$ cat src/rtl/wbxbc_pkg.sv
// Shared constants and the request-entry layout for the Wishbone request slice.
// The struct shows the default-width layout; entry_width() sizes the flat vector.
package wbxbc_pkg;

  localparam int CNT_W = 2;
  localparam logic [CNT_W-1:0] CNT_EMPTY = 2'd0;
  localparam logic [CNT_W-1:0] CNT_ONE   = 2'd1;
  localparam logic [CNT_W-1:0] CNT_FULL  = 2'd2;

  localparam int DEF_ADR_WIDTH  = 16;
  localparam int DEF_DAT_WIDTH  = 16;
  localparam int DEF_SEL_WIDTH  = 2;
  localparam int DEF_TGA_WIDTH  = 1;
  localparam int DEF_TGC_WIDTH  = 1;
  localparam int DEF_TGWD_WIDTH = 1;

  typedef struct packed {
    logic                      we;
    logic                      lock;
    logic [DEF_SEL_WIDTH-1:0]  sel;
    logic [DEF_ADR_WIDTH-1:0]  adr;
    logic [DEF_DAT_WIDTH-1:0]  dat;
    logic [DEF_TGA_WIDTH-1:0]  tga;
    logic [DEF_TGC_WIDTH-1:0]  tgc;
    logic [DEF_TGWD_WIDTH-1:0] tgd;
  } req_entry_t;

  // Same field order as req_entry_t, for arbitrary widths.
  function automatic int entry_width(input int adr_w, input int dat_w, input int sel_w,
                                     input int tga_w, input int tgc_w, input int tgd_w);
    return 2 + sel_w + adr_w + dat_w + tga_w + tgc_w + tgd_w;
  endfunction

endpackage

$ cat src/rtl/wbxbc_skid_buf.sv
// Generic 2-entry synchronous FIFO: push/pop/flush, occupancy count, head and full.
// Head is read straight from the entry at the read pointer so it is valid the cycle after a push.
module wbxbc_skid_buf
  import wbxbc_pkg::*;
#(
  parameter int WIDTH = 8
) (
  input  logic             clk_i,
  input  logic             sync_rst_n_i,
  input  logic             push,
  input  logic             pop,
  input  logic             flush,
  input  logic [WIDTH-1:0] wr_data,
  output logic [WIDTH-1:0] head,
  output logic [CNT_W-1:0] count,
  output logic             full
);

  logic [CNT_W-1:0] count_reg;
  logic [CNT_W-1:0] count_next;
  logic             rd_ptr_reg;
  logic             wr_ptr_reg;
  logic             push_ok;
  logic             pop_ok;

  assign full    = (count_reg == CNT_FULL);
  assign push_ok = push & ~full & sync_rst_n_i & ~flush;
  assign pop_ok  = pop & (count_reg != CNT_EMPTY) & sync_rst_n_i & ~flush;

  always_comb begin
    count_next = count_reg;
    case ({push_ok, pop_ok})
      2'b10:   count_next = count_reg + CNT_ONE;
      2'b01:   count_next = count_reg - CNT_ONE;
      default: count_next = count_reg;
    endcase
  end

  // Flush shares the reset path so it overrides any push or pop in the same cycle.
  always_ff @(posedge clk_i) begin
    if (!sync_rst_n_i || flush) begin
      count_reg  <= CNT_EMPTY;
      rd_ptr_reg <= 1'b0;
      wr_ptr_reg <= 1'b0;
    end else begin
      count_reg <= count_next;
      if (push_ok) wr_ptr_reg <= ~wr_ptr_reg;
      if (pop_ok)  rd_ptr_reg <= ~rd_ptr_reg;
    end
  end

  genvar gi;
  generate
    for (gi = 0; gi < 2; gi++) begin : g_entry
      logic [WIDTH-1:0] data_reg;
      always_ff @(posedge clk_i) begin
        if (push_ok && (wr_ptr_reg == 1'(gi))) data_reg <= wr_data;
      end
    end
  endgenerate

  assign head  = rd_ptr_reg ? g_entry[1].data_reg : g_entry[0].data_reg;
  assign count = count_reg;

endmodule

$ cat src/rtl/wbxbc_req_slice.sv
// Pipelined Wishbone request register slice: requests go through a 2-entry skid buffer,
// responses and read data pass back combinationally. Stall to the initiator is flop-driven only.
module wbxbc_req_slice
  import wbxbc_pkg::*;
#(
  parameter int ADR_WIDTH  = 16,
  parameter int DAT_WIDTH  = 16,
  parameter int SEL_WIDTH  = 2,
  parameter int TGA_WIDTH  = 1,
  parameter int TGC_WIDTH  = 1,
  parameter int TGRD_WIDTH = 1,
  parameter int TGWD_WIDTH = 1
) (
  input  logic                  clk_i,
  input  logic                  sync_rst_n_i,
  input  logic                  itr_cyc_i,
  input  logic                  itr_stb_i,
  input  logic                  itr_we_i,
  input  logic                  itr_lock_i,
  input  logic [SEL_WIDTH-1:0]  itr_sel_i,
  input  logic [ADR_WIDTH-1:0]  itr_adr_i,
  input  logic [DAT_WIDTH-1:0]  itr_dat_i,
  input  logic [TGA_WIDTH-1:0]  itr_tga_i,
  input  logic [TGC_WIDTH-1:0]  itr_tgc_i,
  input  logic [TGWD_WIDTH-1:0] itr_tgd_i,
  output logic                  itr_ack_o,
  output logic                  itr_err_o,
  output logic                  itr_rty_o,
  output logic                  itr_stall_o,
  output logic [DAT_WIDTH-1:0]  itr_dat_o,
  output logic [TGRD_WIDTH-1:0] itr_tgd_o,
  output logic                  tgt_cyc_o,
  output logic                  tgt_stb_o,
  output logic                  tgt_we_o,
  output logic                  tgt_lock_o,
  output logic [SEL_WIDTH-1:0]  tgt_sel_o,
  output logic [ADR_WIDTH-1:0]  tgt_adr_o,
  output logic [DAT_WIDTH-1:0]  tgt_dat_o,
  output logic [TGA_WIDTH-1:0]  tgt_tga_o,
  output logic [TGC_WIDTH-1:0]  tgt_tgc_o,
  output logic [TGWD_WIDTH-1:0] tgt_tgd_o,
  input  logic                  tgt_ack_i,
  input  logic                  tgt_err_i,
  input  logic                  tgt_rty_i,
  input  logic                  tgt_stall_i,
  input  logic [DAT_WIDTH-1:0]  tgt_dat_i,
  input  logic [TGRD_WIDTH-1:0] tgt_tgd_i
);

  localparam int ENTRY_W = entry_width(ADR_WIDTH, DAT_WIDTH, SEL_WIDTH,
                                       TGA_WIDTH, TGC_WIDTH, TGWD_WIDTH);

  logic [ENTRY_W-1:0] wr_entry;
  logic [ENTRY_W-1:0] head_entry;
  logic [CNT_W-1:0]   count;
  logic               full;
  logic               head_lock;
  logic               push;
  logic               pop;

  assign wr_entry = {itr_we_i, itr_lock_i, itr_sel_i, itr_adr_i,
                     itr_dat_i, itr_tga_i, itr_tgc_i, itr_tgd_i};

  assign itr_stall_o = full | ~sync_rst_n_i;
  assign push        = itr_cyc_i & itr_stb_i & ~itr_stall_o & sync_rst_n_i;
  assign tgt_cyc_o   = itr_cyc_i;
  assign tgt_stb_o   = itr_cyc_i & (count != CNT_EMPTY);
  assign pop         = tgt_stb_o & ~tgt_stall_i;

  wbxbc_skid_buf #(
    .WIDTH (ENTRY_W)
  ) u_skid_buf (
    .clk_i        (clk_i),
    .sync_rst_n_i (sync_rst_n_i),
    .push         (push),
    .pop          (pop),
    .flush        (~itr_cyc_i),
    .wr_data      (wr_entry),
    .head         (head_entry),
    .count        (count),
    .full         (full)
  );

  assign {tgt_we_o, head_lock, tgt_sel_o, tgt_adr_o,
          tgt_dat_o, tgt_tga_o, tgt_tgc_o, tgt_tgd_o} = head_entry;

  // With nothing buffered, lock tracks the initiator so a locked cycle never glitches low.
  assign tgt_lock_o = (count == CNT_EMPTY) ? itr_lock_i : head_lock;

  assign itr_ack_o = tgt_ack_i & itr_cyc_i;
  assign itr_err_o = tgt_err_i & itr_cyc_i;
  assign itr_rty_o = tgt_rty_i & itr_cyc_i;
  assign itr_dat_o = tgt_dat_i;
  assign itr_tgd_o = tgt_tgd_i;

endmodule

$ cat config.mk
export PLATFORM = sky130hd
export DESIGN_NAME = wbxbc_req_slice
export DESIGN_NICKNAME = d
export VERILOG_FILES = /design/src/rtl/wbxbc_pkg.sv /design/src/rtl/wbxbc_skid_buf.sv /design/src/rtl/wbxbc_req_slice.sv
export SDC_FILE = /design/constraint.sdc
export NUM_CORES = 1
export LEC_CHECK = 0
export ABC_AREA = 0
export CORE_ASPECT_RATIO = 0.8
export CORE_UTILIZATION = 43
export CTS_CLUSTER_DIAMETER = 150
export CTS_CLUSTER_SIZE = 12
export DETAILED_ROUTE_END_ITERATION = 8
export PLACE_DENSITY = 0.81
export SYNTH_ARGS = -nofsm -noshare
export SYNTH_HDL_FRONTEND = slang
export SYNTH_SLANG_ARGS = --single-unit
$ cat constraint.sdc
create_clock -name clk_i -period 3.4 [get_ports clk_i]
set_input_delay 0.51 -clock clk_i [delete_from_list [all_inputs] [get_ports clk_i]]
set_output_delay 0.51 -clock clk_i [all_outputs]
set_load 0.05 [all_outputs]
==> results.toml <==
[setup_path]
cp-end-kind = "primary output"
cp-start-kind = "flop"
critPathCapture = "tgt_lock_o"
crit_path_max_fanout = 25
required_ns = 2.89
r2r_setup_slack_ns = 1.41
critPathLaunch = "u_skid_buf.rd_ptr_reg"
cp_data_arrival_time_ns = 2.33
reg2reg_to = "u_skid_buf.g_entry[1].data_reg[10]"
critPathKind = "flop to primary output"
reg2reg_from = "u_skid_buf.count[0]"
reg2regPathDepth = 4

[power]
p_int_mw = 1.64
combPwrFrac = 0.093
seqPwrFrac = 0.539
peakVddDrop_v = 0.000352
cellLeakagePower_nw = 1.42
switching_share = 0.220
clockPowerShare = 0.368
switching_power_uw = 460
powerDensity_nw_per_um2 = 483

[drt]
drt-total-wl_mm = 5.61
drt_iter0_drc = 76
vias_per_cell = 4.93
num_vias = 1706
drcViolationCount = 9
avgRoutedWirePerCell_microns = 16.2
first_pass_iters = 6
final_antenna_net_count = 0

[placed_design]
postPlaceCellArea_sq_um = 4110
port_buffers = 91
gp_congestion = 0.644

[finish]
largest_reg_flops = 78
fillCellCount = 512
fin_nets = 319
finalInstanceArea_sq_um = 4340
antenna_cells = 0
syn2layout_area_growth_pct = 36.7
drive_gt1_frac = 0.232

[clock_tree]
cts_hold_buf = 0
clk_latency_ns = 0.34
cts_setup_buffers = 0
clk_pin_slew_ns = 0.08
cts.sinks = 82
clk_path_buf_depth = 2
tritoncts = "built"
root_buffer = "clkbuf_8"
htreeDepth = 3
cts.repair.resized = 0
cts_buffers = 9

[synthesis]
synth_nets = 236
yosysWarnings = 0
yosysSeqAreaShare = 0.763
synth_edf_count = 78
async_reset_ff_frac = 0
synth_area_leaders = "edfxtp_1 (74%), mux2_2 (13%), buf_4 (4.3%), dfxtp_1 (2.5%), buf_2 (0.63%)"
syn_area_sq_um = 3170
ys.flop_type = "edfxtp_1"
ys_ff_latch = 82
synth_cells = 171
yosysUniqueCellTypes = 22
avgSynthCellArea_sq_um = 18.6
synthDominantCellAreaShare = 0.738
yosys.area.top_type = "edfxtp_1"

[sta]
setup_viol = 0
tightest_slew_ns = 0.588
hold_ws_ns = 0.521
finalHoldViolCount = 0
drv_slew = 0
skew_ns = 0.00871
slew_headroom = 0.607
period_minus_slack_ns = 2.84
rsz0062_at_grt = "no"
setup_tns_ns = 0
fmax_mhz = 352
fin_crit_sh = 0.836

[global_routing]
grt.total_usage = 0.153
grt_antenna_before_repair = 0
grt-ovfl-total = 0
grt_pass1_wl_mm = 8.85
grt_max_degree = 26
grt_pass1_vias = 1832

[floorplanning]
core_area_sq_um = 6990
die_area_sq_um = 7730
start_util = 0.454
io_pins = 126
die_y_microns = 78.8
fp.dieW_microns = 98.0
rows = 27

[worst_hold_path]
hp-start = "u_skid_buf.count[1]"
hp-class = "flop to flop"

[run_status]
status = "complete, but fails checks"
violations = "design-rule violations"

[flow_run]
drv_cap = 0
==> logic make-up after synthesis <==
group	after synthesis	share of synthesized area
DFF	82	0.763
buffers and inverters	23	0.0501
adders and majority gates	1	0.00394
muxes	39	0.138
AOI/OAI and AO/OA	7	0.0118
xor gates and xnor gates	2	0.00552
and+or+nand+nor	17	0.0272
==> power groups by stage <==
stage | sequential (mW) | combinational, mW | clock [mW]
6_report | 1.13 | 0.195 | 0.772
5_1_grt | 1.13 | 0.204 | 0.834
4_1_cts | 1.13 | 0.197 | 0.792
3_5_place_dp | 1.15 | 0.196 | 0
3_3_place_gp | 1.15 | 0.192 | 0
2_1_floorplan | 1.15 | 0.147 | 0
==> placed cells by master (no fill, tap or decap), drive strengths merged, types with 4 or more instances in the layout <==
master | Yosys | final
clkbuf | 0 | 9
clkdlybuf4s50 | 0 | 91
dfxtp | 4 | 4
edfxtp | 78 | 78
mux2 | 38 | 38
nor2 | 4 | 4
==> cell usage after synthesis, drive strengths merged, types with 2 or more instances <==
cell type / count
dfxtp: 4
nand2: 3
mux2: 38
a21oi: 3
o21ai: 3
buf: 22
nor2: 4
or3: 2
edfxtp: 78
and2: 3
==> cell type report <==
class / instances / area (sq um) / share of cell area
tap: 87 / 109 / 0.0251
timing repair buffer: 94 / 971 / 0.224
multi-input combinational: 66 / 607 / 0.140
clock inverter: 7 / 100 / 0.0231
inverter: 1 / 3.75 / 0.000865
sequential: 82 / 2420 / 0.559
clock buffer: 9 / 124 / 0.0286
==> per-stage QoR <==
stage | utilization | power [mW] | instances | setup WS, ns
CTS | 0.620 | 2.12 | 346 | 0.503
global placement | 0.588 | 1.34 | 330 | 0.884
finish | 0.620 | 2.10 | 346 | 0.557
global route | 0.620 | 2.17 | 346 | 0.399
floorplan | - | 1.30 | 171 | 0.614
detailed placement | 0.588 | 1.35 | 330 | 0.853
==> worst min path at each step <==
stage	end	slack (ns)	cells after the start
finish	u_skid_buf.count[1]	0.52	2
global route	u_skid_buf.count[1]	0.58	2
CTS	u_skid_buf.count[1]	0.53	2
detailed placement	u_skid_buf.count[1]	0.51	2
global placement	u_skid_buf.count[1]	0.49	2
floorplan	u_skid_buf.count[1]	0.47	2
==> routing by layer <==
layer  track usage  vias up  wire, microns
li1              -      803              -
met1         0.175      818           2260
met2         0.253       66           2780
met3        0.0643       19            462
met4        0.0667        0            114
met5             0        -              0
==> critical path, stage by stage (launching register included) <==
cell and delay, ns:
dfxtp_2 0.61, buf_12 0.24, mux2i_1 0.08, o21ai_0 0.19, clkdlybuf4s50_1 0.84
Power figures use the tool's default switching activity.
